<file path="config.mk">
export PLATFORM = sky130hd
export DESIGN_NAME = hs_word_packer
export DESIGN_NICKNAME = d
export VERILOG_FILES = /design/src/rtl/hs_word_packer.sv
export SDC_FILE = /design/constraint.sdc
export NUM_CORES = 1
export LEC_CHECK = 0
export CAP_MARGIN = 15
export CORE_MARGIN = 2
export CORE_UTILIZATION = 30
export DETAILED_ROUTE_END_ITERATION = 16
export GPL_ROUTABILITY_DRIVEN = 0
export GPL_TIMING_DRIVEN = 0
export PLACE_DENSITY = 0.47
export SYNTH_ARGS = -nofsm -noshare
export SYNTH_HDL_FRONTEND = slang
export SYNTH_SLANG_ARGS = --single-unit
</file>
<file path="constraint.sdc">
create_clock -name clk -period 22.8 [get_ports clk]
set_clock_uncertainty 0.1 [all_clocks]
set_input_delay 6.84 -clock clk [delete_from_list [all_inputs] [get_ports clk]]
set_output_delay 6.84 -clock clk [all_outputs]
set_load 0.05 [all_outputs]
</file>
<file path="src/rtl/hs_word_packer.sv">
// hs_word_packer
//   Packs 32-bit event words into 128-bit beats for the HS data channel of the
//   Ethernet transmit controller. Four accepted words form one beat. The
//   oldest word goes in bits [127:96]. If a group stays partial for
//   TIMEOUT_CYCLES idle cycles, it is padded with PAD_WORD and flushed. A small
//   output FIFO absorbs downstream back-pressure.
//
// Parameters
//   FIFO_DEPTH     : output FIFO depth in 128-bit entries (power of two, >= 2)
//   TIMEOUT_CYCLES : idle cycles before a partial group is flushed (>= 2)
//   PAD_WORD       : filler for unused 32-bit slots on a flush
//
// Ports
//   clk           in    : clock, all logic on the rising edge
//   rst           in    : synchronous active-high reset
//   in_data       in 32 : event word
//   in_valid      in    : in_data valid
//   in_ready      out   : word is accepted this cycle when in_valid is high
//   hs_data       out128: FIFO head
//   hs_data_valid out   : FIFO not empty
//   hs_data_ready in    : downstream consumes the head this cycle
//
// Optional build macro HS_PACKER_STATS_EN adds the following outputs:
//   packed_count  out 32: number of FIFO pushes (wraps)
//   pad_count     out 32: number of flush (padded) pushes (wraps)
module hs_word_packer #(
  parameter int          FIFO_DEPTH     = 4,
  parameter int          TIMEOUT_CYCLES = 1024,
  parameter logic [31:0] PAD_WORD       = 32'hFFFF_FFFF
) (
  input  logic         clk,
  input  logic         rst,
  input  logic [31:0]  in_data,
  input  logic         in_valid,
  output logic         in_ready,
  output logic [127:0] hs_data,
  output logic         hs_data_valid,
  input  logic         hs_data_ready
`ifdef HS_PACKER_STATS_EN
  ,
  output logic [31:0]  packed_count,
  output logic [31:0]  pad_count
`endif
);

  localparam int AW = $clog2(FIFO_DEPTH);
  localparam int CW = $clog2(TIMEOUT_CYCLES);
  localparam logic [CW-1:0] CNT_MAX = CW'(TIMEOUT_CYCLES - 1);
  localparam logic [AW:0]   FIFO_FULL_COUNT = (AW+1)'(FIFO_DEPTH);

  typedef enum logic [1:0] {
    S_EMPTY      = 2'd0,
    S_FILLING    = 2'd1,
    S_FLUSH_WAIT = 2'd2
  } state_e;

  state_e          state_q, state_d;
  logic [1:0]      fill_q;
  logic [95:0]     asm_q;          // slot0 [95:64], slot1 [63:32], slot2 [31:0]
  logic [CW-1:0]   cnt_q;
  logic [127:0]    mem_q [FIFO_DEPTH];
  logic [AW-1:0]   wr_ptr_q, rd_ptr_q;
  logic [AW:0]     count_q;

  logic            fifo_full;
  logic            timeout;
  logic            accept;
  logic            push_full;
  logic            flush;
  logic            push;
  logic            pop;
  logic [127:0]    flush_word;
  logic [127:0]    push_data;

  assign fifo_full = (count_q == FIFO_FULL_COUNT);
  assign timeout   = (cnt_q == CNT_MAX);

  // Padded beat: slots below fill_q carry assembled words, the rest are filler.
  // Slot 3 is never occupied at flush time.
  for (genvar gi = 0; gi < 4; gi++) begin : g_flush_slot
    if (gi < 3) begin : g_data
      assign flush_word[127-32*gi -: 32] =
        (fill_q > 2'(gi)) ? asm_q[95-32*gi -: 32] : PAD_WORD;
    end else begin : g_pad
      assign flush_word[127-32*gi -: 32] = PAD_WORD;
    end
  end

  // ---------------- FSM: state register ----------------
  always_ff @(posedge clk) begin
    if (rst) state_q <= S_EMPTY;
    else     state_q <= state_d;
  end

  // ---------------- FSM: next state ----------------
  always_comb begin
    state_d = state_q;
    case (state_q)
      S_EMPTY: begin
        if (accept) state_d = S_FILLING;
      end
      S_FILLING: begin
        if (push_full || flush)                state_d = S_EMPTY;
        else if (!accept && timeout && fifo_full) state_d = S_FLUSH_WAIT;
      end
      S_FLUSH_WAIT: begin
        if (flush) state_d = S_EMPTY;
      end
      default: state_d = S_EMPTY;
    endcase
  end

  // ---------------- FSM: outputs / control ----------------
  // in_ready is derived from registered state only, with no path from
  // hs_data_ready. A pop cannot make room for a push on the same edge.
  always_comb begin
    in_ready  = ~rst & (state_q != S_FLUSH_WAIT) & ~((fill_q == 2'd3) & fifo_full);
    accept    = in_valid & in_ready;
    push_full = accept & (fill_q == 2'd3);
    // An accept coinciding with the timeout takes priority over the flush.
    flush     = ~accept & ~fifo_full &
                (((state_q == S_FILLING) & timeout) | (state_q == S_FLUSH_WAIT));
    push      = push_full | flush;
    push_data = push_full ? {asm_q, in_data} : flush_word;
  end

  assign hs_data_valid = ~rst & (count_q != '0);
  assign hs_data       = rst ? '0 : mem_q[rd_ptr_q];
  assign pop           = hs_data_valid & hs_data_ready;

  // ---------------- Assembly register, fill and idle counter ----------------
  always_ff @(posedge clk) begin
    if (rst) begin
      asm_q  <= '0;
      fill_q <= '0;
      cnt_q  <= '0;
    end else begin
      if (accept) begin
        case (fill_q)
          2'd0:    asm_q[95:64] <= in_data;
          2'd1:    asm_q[63:32] <= in_data;
          2'd2:    asm_q[31:0]  <= in_data;
          default: ;  // the fourth word goes straight into the FIFO
        endcase
      end

      if (push)        fill_q <= '0;
      else if (accept) fill_q <= fill_q + 2'd1;

      if (accept || flush)
        cnt_q <= '0;
      else if (state_q == S_FILLING && !timeout)
        cnt_q <= cnt_q + CW'(1);
    end
  end

  // ---------------- Output FIFO ----------------
  always_ff @(posedge clk) begin
    if (rst) begin
      for (int i = 0; i < FIFO_DEPTH; i++) mem_q[i] <= '0;
      wr_ptr_q <= '0;
      rd_ptr_q <= '0;
      count_q  <= '0;
    end else begin
      if (push) begin
        mem_q[wr_ptr_q] <= push_data;
        wr_ptr_q        <= wr_ptr_q + AW'(1);
      end
      if (pop) rd_ptr_q <= rd_ptr_q + AW'(1);
      count_q <= count_q + (AW+1)'(push) - (AW+1)'(pop);
    end
  end

`ifdef HS_PACKER_STATS_EN
  logic [31:0] packed_count_q, pad_count_q;

  always_ff @(posedge clk) begin
    if (rst) begin
      packed_count_q <= '0;
      pad_count_q    <= '0;
    end else begin
      if (push)  packed_count_q <= packed_count_q + 32'd1;
      if (flush) pad_count_q    <= pad_count_q + 32'd1;
    end
  end

  assign packed_count = packed_count_q;
  assign pad_count    = pad_count_q;
`endif

endmodule
</file>
==> results, run 1 <==
- The total routing resource utilization after global routing is 0.1986.
- The most common flop cell mapped by yosys is edfxtp_1.
- The top cell types in the final layout, fill and taps aside, are edfxtp_1 (512), nor3_1 (457), nand2_1 (203).
- The wire-length estimate of the detail-placed layout is 64750 microns.
- The sequential share of the synthesized area is 0.6305.
- The class of the tightest hold or removal check is reg2reg.
- The floorplan has 112 rows.
- The routed length per placed instance is 25.62 microns.
- The die height is 310.4 microns.
- Setup repair after global routing left no endpoint under its margin.
- The largest area contributor in the netlist is edfxtp_1.
- The number of filler instances in the final layout is 9041.
- The worst register-to-register path begins at cnt_q[0].
- The number of H-tree levels is 3.
- For this run, the number of Yosys warnings is 0.
- The share of synthesized area in the top cell type comes to 0.5459.
- The netlist area before placement is 0.02816 sq mm.
- The global-route wire length before repair is 138700 microns.
- The post-layout utilization of the core is 0.3681.
- The total area inside the core boundary comes to 0.09319 sq mm.
- Of the available clock period, the critical path in the final layout requires 0.7631.
- The number of vias per cell after detailed routing is 5.269.
- The library cell used most frequently in the layout, excluding fill and tap cells, is edfxtp_1.
- For this design the top-level I/O count stands at 166.
- The smallest hold slack is 0.3553 ns.
- The final-stage net count is 2493.
- Counting both buffers and inverters, the worst setup path holds a total of 7.
- The share of total power in sequential cells is 0.447.
- The area growth from synthesis to final layout is 21.80%.
- The worst min-delay path endpoint is asm_q[44].
- The worst hold path cell count is 2.
- The final-report setup violation count is 0.
- The initial antenna violation count is 4.
- The netlist uses 54 different library cells.
- Summed over all cells, the static leakage comes to 11.07 nW.
- At the worst endpoint, the required time is 15.86 ns.
- Of the total power, the share spent switching nets is 0.2722.
- Once routing completed, OpenROAD measured the worst setup slack at 5.401 ns.
- The kind of cell adding the most delay to the critical path is buffers and inverters.
- Excluding fillers, the count of instances in the completed layout stands at 3759.
- The transition time at the pin with the least slew margin is 1.154 ns.
- The fraction of final layout cells sized beyond drive strength 1 is 0.1657.
- The worst setup path is captured at a primary output.
- The critical path goes through clkdlybuf4s50_1, buf_2, inv_1, clkbuf_1, clkbuf_2, clkbuf_1, and2_1, clkdlybuf4s50_1.
- The design internal power is 2.108 mW.
- The first detailed-routing pass ran for 7 iterations.
- Dividing the synthesized area by the synthesized cell count gives 12.88 sq um.
- The number of buffers created by CTS is 74.
- The class of the most critical setup path is in2out.
- The clock passes through at most 3 buffers.
- The headroom to the max-slew limit is 0.2307.
- The count of final hold-check violations came to 0.
- The peak ir drop on the vdd network is 0.00005414 V.
- The initial cell density of the core is 0.3022.
- The routed design could run at a clock period as short as 17.40 ns.
- The number of antenna diodes in the final layout is 0.
- TritonCTS built the clock tree.
- The fmax is 57.47 MHz.
- The max-slew violation count came to 0.
- The category of the worst setup path launch point is an input pin.
- The gate count after technology mapping is 2186.
- After synthesis the netlist holds a flip-flop and latch count of 631.
- The proportion of synthesized flip-flops having asynchronous set or reset is 0.
- The startpoint identified for the worst hold timing path is asm_q[44].
- In this design, the stage delay of the slowest critical-path cell is 0.83 ns.
- The reported net switching power is 788.5 uW.
- Of the total power, combinational logic draws 0.151.
- The end of the worst register-to-register path is count_q[2].
- Gates resized during post-CTS repair numbered 0.
- Clock tree synthesis selected as its root buffer the cell clkbuf_16.
- Max-cap violations in this run came to 0.
- The number of cells traversed by the worst register-to-register path is 13.
- The worst slack at placement is 5.232 ns.
- The number of placed instances, taps included, is 3626.
- In the routed design, unresolved DRC markers number 0.
- The run finished with clean final reports.
- Of all nets on the critical path, the largest fanout is 10.
- The cts-stage hold buffer count is 0.
- The slack of the worst reg-to-reg path is 19.24 ns.
- The count of buffers added by post-CTS timing repair for setup is 0.
- For this design the ratio of total power to cell area is 84.44 mW/mm^2.
- The die boundary width is 310.4 microns.
- The share of total power in the clock network is 0.403.
- The clock-pin slew of the registers on the worst-case setup and hold paths is 0.06 ns.
- The largest net degree at the start of global routing is 43.
- The clock latency on the worst-skew pair is 0.62 ns.
- The first routing iteration left 1840 violations.
- The via count of the first global-routing pass was 20306.
- The detailed router placed 19805 vias in this run.
- The die covers 0.09634 sq mm.
- The number of enable flip-flop cells after synthesis is 512.
- By area the synthesized netlist is led by edfxtp_1 (55%), mux4_2 (10%), dfxtp_1 (8.5%).
- The number of nets in the synthesized netlist is 2231.
- Once detail routing completed, the nets flagged for antenna violations numbered 0.
- The number of I/O port buffers is 165.
- Counting every sink on the clock net gives 631.
- Wires add up to 96300 microns.
- On the critical path, the stage with the largest delay is an instance of clkdlybuf4s50_1.
- The residual overflow from global routing is 0.
- The overall power is 2.896 mW.
- At the worst endpoint, the arrival time is 10.46 ns.
-- power by group through the flow --
stage	Sequential [mW]	Clock (mW)	Combinational (mW)
2_1_floorplan	1.32	0	0.265
3_3_place_gp	1.33	0	0.428
3_5_place_dp	1.32	0	0.440
4_1_cts	1.29	1.18	0.442
5_1_grt	1.30	1.23	0.460
6_report	1.29	1.17	0.436
-- how the worst max path moves through the flow --
stage               startpoint            to  slack [ns]  depth (start not counted)
global route               rst   hs_data[64]        5.15                          8
floorplan             in_valid   mem_q[0][0]        5.01                          5
global placement      in_valid  mem_q[0][30]       -5.43                          6
finish                     rst   hs_data[61]        5.40                          8
detailed placement         rst   hs_data[63]        5.23                          8
CTS                        rst   hs_data[63]        5.23                          8
-- through the flow --
stage,TNS [ns],instance area [sq um]
final,0,34300
after CTS,0,34300
after global routing,0,34300
after global placement,-692.25,31380
after detailed placement,0,31930
after floorplan,0,28160
-- sequential cells by signal (all words and copies together) (netlist names), named ones only --
register,count
state_q,2
asm_q,96
cnt_q,10
wr_ptr_q,2
mem_q,512
fill_q,2
rd_ptr_q,2
count_q,3
-- layout make-up --
class | instances | area, sq um | share of cell area
Clock inverter | 26 | 207.7 | 0.006055
Multi-Input combinational cell | 1325 | 9241 | 0.2694
Clock buffer | 107 | 2161 | 0.06300
Timing Repair Buffer | 186 | 2160 | 0.06296
Tap cell | 1254 | 1569 | 0.04574
Sequential cell | 631 | 17760 | 0.5177
Buffer | 220 | 1167 | 0.03403
Inverter | 10 | 37.54 | 0.001094
-- metal layers --
layer  track usage  part of all wire  up-vias
li1              -                 -     8769
met5             0           0.00043        -
met3       0.03760             0.070      167
met2        0.3160              0.47      793
met4       0.07179             0.037        6
met1        0.2705              0.43    10070
-- cells in the mapped netlist (all sizes together), types with 3 or more instances --
master  instances
nand4           5
nor4           65
nand2b          5
nand2         203
nor2b           5
buf           131
dfxtp         119
nor2          112
xnor2           5
edfxtp        512
inv            10
and2          130
a311oi          5
a31oi           6
nor3          457
clkbuf         89
a21oi         102
mux4          128
o21ai          37
mux2i           3
nand3          10
and3            6
a31o            3
or3             3
ha              8
a211oi          3
-- worst min-delay path, delay by kind of cell, from the launching register on --
| family | cells | cell delay (ns) |
|---|---|---|
| flip-flops | 1 | 0.31 |
| AO/OA/AOI/OAI | 1 | 0.05 |
| AND/OR/NAND/NOR | 1 | 0.05 |
-- cells by family after synthesis --
group / synth area share
xor gates and xnor gates: 0.001555
adders and majority gates: 0.004265
muxes: 0.1034
AOI/OAI and AO/OA: 0.03230
and+or+nand+nor: 0.1852
DFF: 0.6305
buffers and inverters: 0.04274
(Power assumes the default switching activity.)
==> run 2, diff against run 1 <==
==> constraint.sdc (replaced) <==
create_clock -name clk -period 17.1 [get_ports clk]
set_clock_uncertainty 0.1 [all_clocks]
set_input_delay 5.13 -clock clk [delete_from_list [all_inputs] [get_ports clk]]
set_output_delay 5.13 -clock clk [all_outputs]
set_load 0.05 [all_outputs]
==> results of run 2 <==
Same layout as run 1 (identical final DEF). Status: finished clean.
Among the figures that moved: setup slack after placement 5.232 ns -> 2.952 ns; setup slack after layout 5.401 ns -> 3.121 ns; register-to-register setup slack 19.24 ns -> 13.54 ns; total power 2.896 mW -> 3.862 mW; worst IR drop on VDD 0.00005414 V -> 0.00007218 V
==> edit, RTL diff (config.mk and constraints of run 2) <==
Change the parameter `FIFO_DEPTH` from 4 to 8.
--- a/src/rtl/hs_word_packer.sv
+++ b/src/rtl/hs_word_packer.sv
@@ -24,7 +24,7 @@
 //   packed_count  out 32: number of FIFO pushes (wraps)
 //   pad_count     out 32: number of flush (padded) pushes (wraps)
 module hs_word_packer #(
-  parameter int          FIFO_DEPTH     = 4,
+  parameter int          FIFO_DEPTH     = 8,
   parameter int          TIMEOUT_CYCLES = 1024,
   parameter logic [31:0] PAD_WORD       = 32'hFFFF_FFFF
 ) (
Behaviour: no difference found for any inputs over 4 cycles, from zero or initial values and one cycle with rst high; that may be too few to reach the edited logic, so the function may still have changed.
==> edit against run 2 <==
Total power up 76%; register-to-register slack worse by 840 ps; sequential cell count grew 516; largest power group unchanged; worst setup slack worse by 40 ps; design area increased by 70%; clock power rose by 71%; synthesized area rose by 73%; routed wire length increased by 61%; highest routed layer unchanged.
==> edit: results (changes against run 2) <==
Worst hold path
  • Hold Path End: asm_q[20]
  • Worst Hold Launch: asm_q[20]

Clock tree
  • Post-CTS Resized: 0 (unchanged)
  • Clock Tree Buf Depth: 3 (unchanged)
  • Htree depth: 4 (+1)
  • Clock Latency Late Sink: 770 ps (+150 ps)
  • CTS buffer count: 130 (+76%)
  • CTS root buf: clkbuf_16

Worst setup path
  • Reg-to-reg endpoint: mem_q[3][97]
  • CP peak stage delay: 780 ps (-50 ps)
  • R2R setup slack: 12,700 ps (-840 ps)
  • Worst R2R Path Depth: 12 (-1)
  • Crit-path max FO: 10 (unchanged)
  • Arr. time, crit path: 8790 ps (+40 ps)
  • Worst flop-to-flop path startpoint: cnt_q[0]

Logic synthesis
  • Syn Nets: 3,604 (+62%)
  • Asr flop ratio synth: 0 (unchanged)
  • Top cells by area, synth: edfxtp_1, mux4_2, nor2_1, dfxtp_1, mux2i_1
  • Synth warn: 0 (unchanged)
  • Netlist cell types: 46 (-15%)
  • Syn avg cell area: 13.7 um^2 (+6.2%)
  • Post-synth EDFFs: 1,024 (+100%)
  • Post-synthesis sequential area ratio: 0.683 (+0.0525)
  • Most instantiated cells after synthesis: nor2_1, edfxtp_1, mux4_2

Place
  • Worst slack, placed: 3030 ps (+76.6 ps)
  • HPWL after DPL: 103,000 um (+59%)
  • Post-Place Cells: 5,932 (+64%)
  • Placed Area: 54,300 um^2 (+70%)

Global route
  • Vias in the first global route: 30,900 (+52%)
  • Initial antenna violation count: 15 (+11)
  • First-pass GRT wire length: 222,000 um (+60%)
  • GRT Overall Usage: 0.188 (-0.0106)
  • Largest net degree at the start of global routing: 27 (-37%)

STA
  • Relative slew margins: 0.176 (-0.0544)
  • Final hold slack: 354 ps (-0.908 ps)
  • Final Setup Violations: 0 (unchanged)

Power
  • Leak Pwr: 21.0 nW (+90%)
  • Max VDD drop: 0.0939 mV (+30%)
  • P_sw: 1.79 mW (+70%)

Run status
  • Status: complete, no violations

Route
  • Detailed Route WL: 155,000 um (+61%)
  • Via density: 4.91 (-6.9%)
  • DR vias: 30,300 (+53%)
  • DRT Pass-1 Iters: 5 (-2)
  • 1st-iter DRT viols: 2,820 (+53%)
  • Post-DRT Antenna Nets: 0 (unchanged)

Final layout
  • # fillers: 15,600 (+73%)
  • Largest regs: mem_q: 1024 flops, asm_q: 96 flops, cnt_q: 10 flops
  • Nets: 3,956 (+59%)
  • Fraction of layout cells with a size suffix above 1: 0.143 (-0.0231)
## edit: power groups by stage
stage          clock network [mW]  registers [mW]  logic (mW)
6_report                     2.67            3.17       0.970
5_1_grt                      2.82            3.18        1.03
4_1_cts                      2.72            3.17       0.989
3_5_place_dp                    0            3.23       0.987
3_3_place_gp                    0            3.28       0.949
2_1_floorplan                   0            3.24       0.614
## edit: worst reg2reg max path, stage by stage (launching register included)
cell,delay [ps]
dfxtp_1,400
ha_1,220
and3_1,180
or3b_1,360
clkbuf_2,180
o211ai_4,310
nand4_1,260
clkbuf_1,490
o21bai_4,650
buf_16,250
buf_12,210
buf_12,230
buf_12,230
## edit: per-layer routing
layer	global-route usage	part of all wire	vias to the layer above
met5	0	0.00039	-
met4	0.0518	0.023	10
met3	0.0266	0.060	196
met2	0.310	0.48	919
met1	0.259	0.43	15700
li1	-	-	13500
## edit: worst max-delay path by stage
stage,from,to,slack [ps],cells past startpoint
after detailed placement,rst,hs_data[1],3030,6
after global placement,rst,mem_q[0][76],-3870,8
after floorplan,rst,mem_q[0][0],4250,7
after global routing,rst,hs_data[27],2980,6
after CTS,rst,hs_data[1],3030,6
final,rst,hs_data[127],3080,6
## edit: layout make-up
class	count	area, um^2	area share
diodes	1	2.50	0.0000429
plain buffers	257	1070	0.0184
clock buffers	184	3580	0.0614
clock inverters	56	417	0.00715
inverters	12	45.0	0.000773
multi-input cells	2137	14400	0.247
flip-flops and latches	1147	33200	0.570
well taps	2160	2700	0.0464
repair buffers	220	2870	0.0492
## edit: kinds of logic (layout without fill, tap and decap cells)
family,Yosys count,count (layout),synth area share
mux,384,384,0.145
flops,1147,1147,0.683
xor+xnor,12,12,0.00216
other cells,0,1,0
fa+ha+maj,15,15,0.00401
simple gates,1537,1537,0.122
buf+inv,269,729,0.0229
compound gates,189,189,0.0208
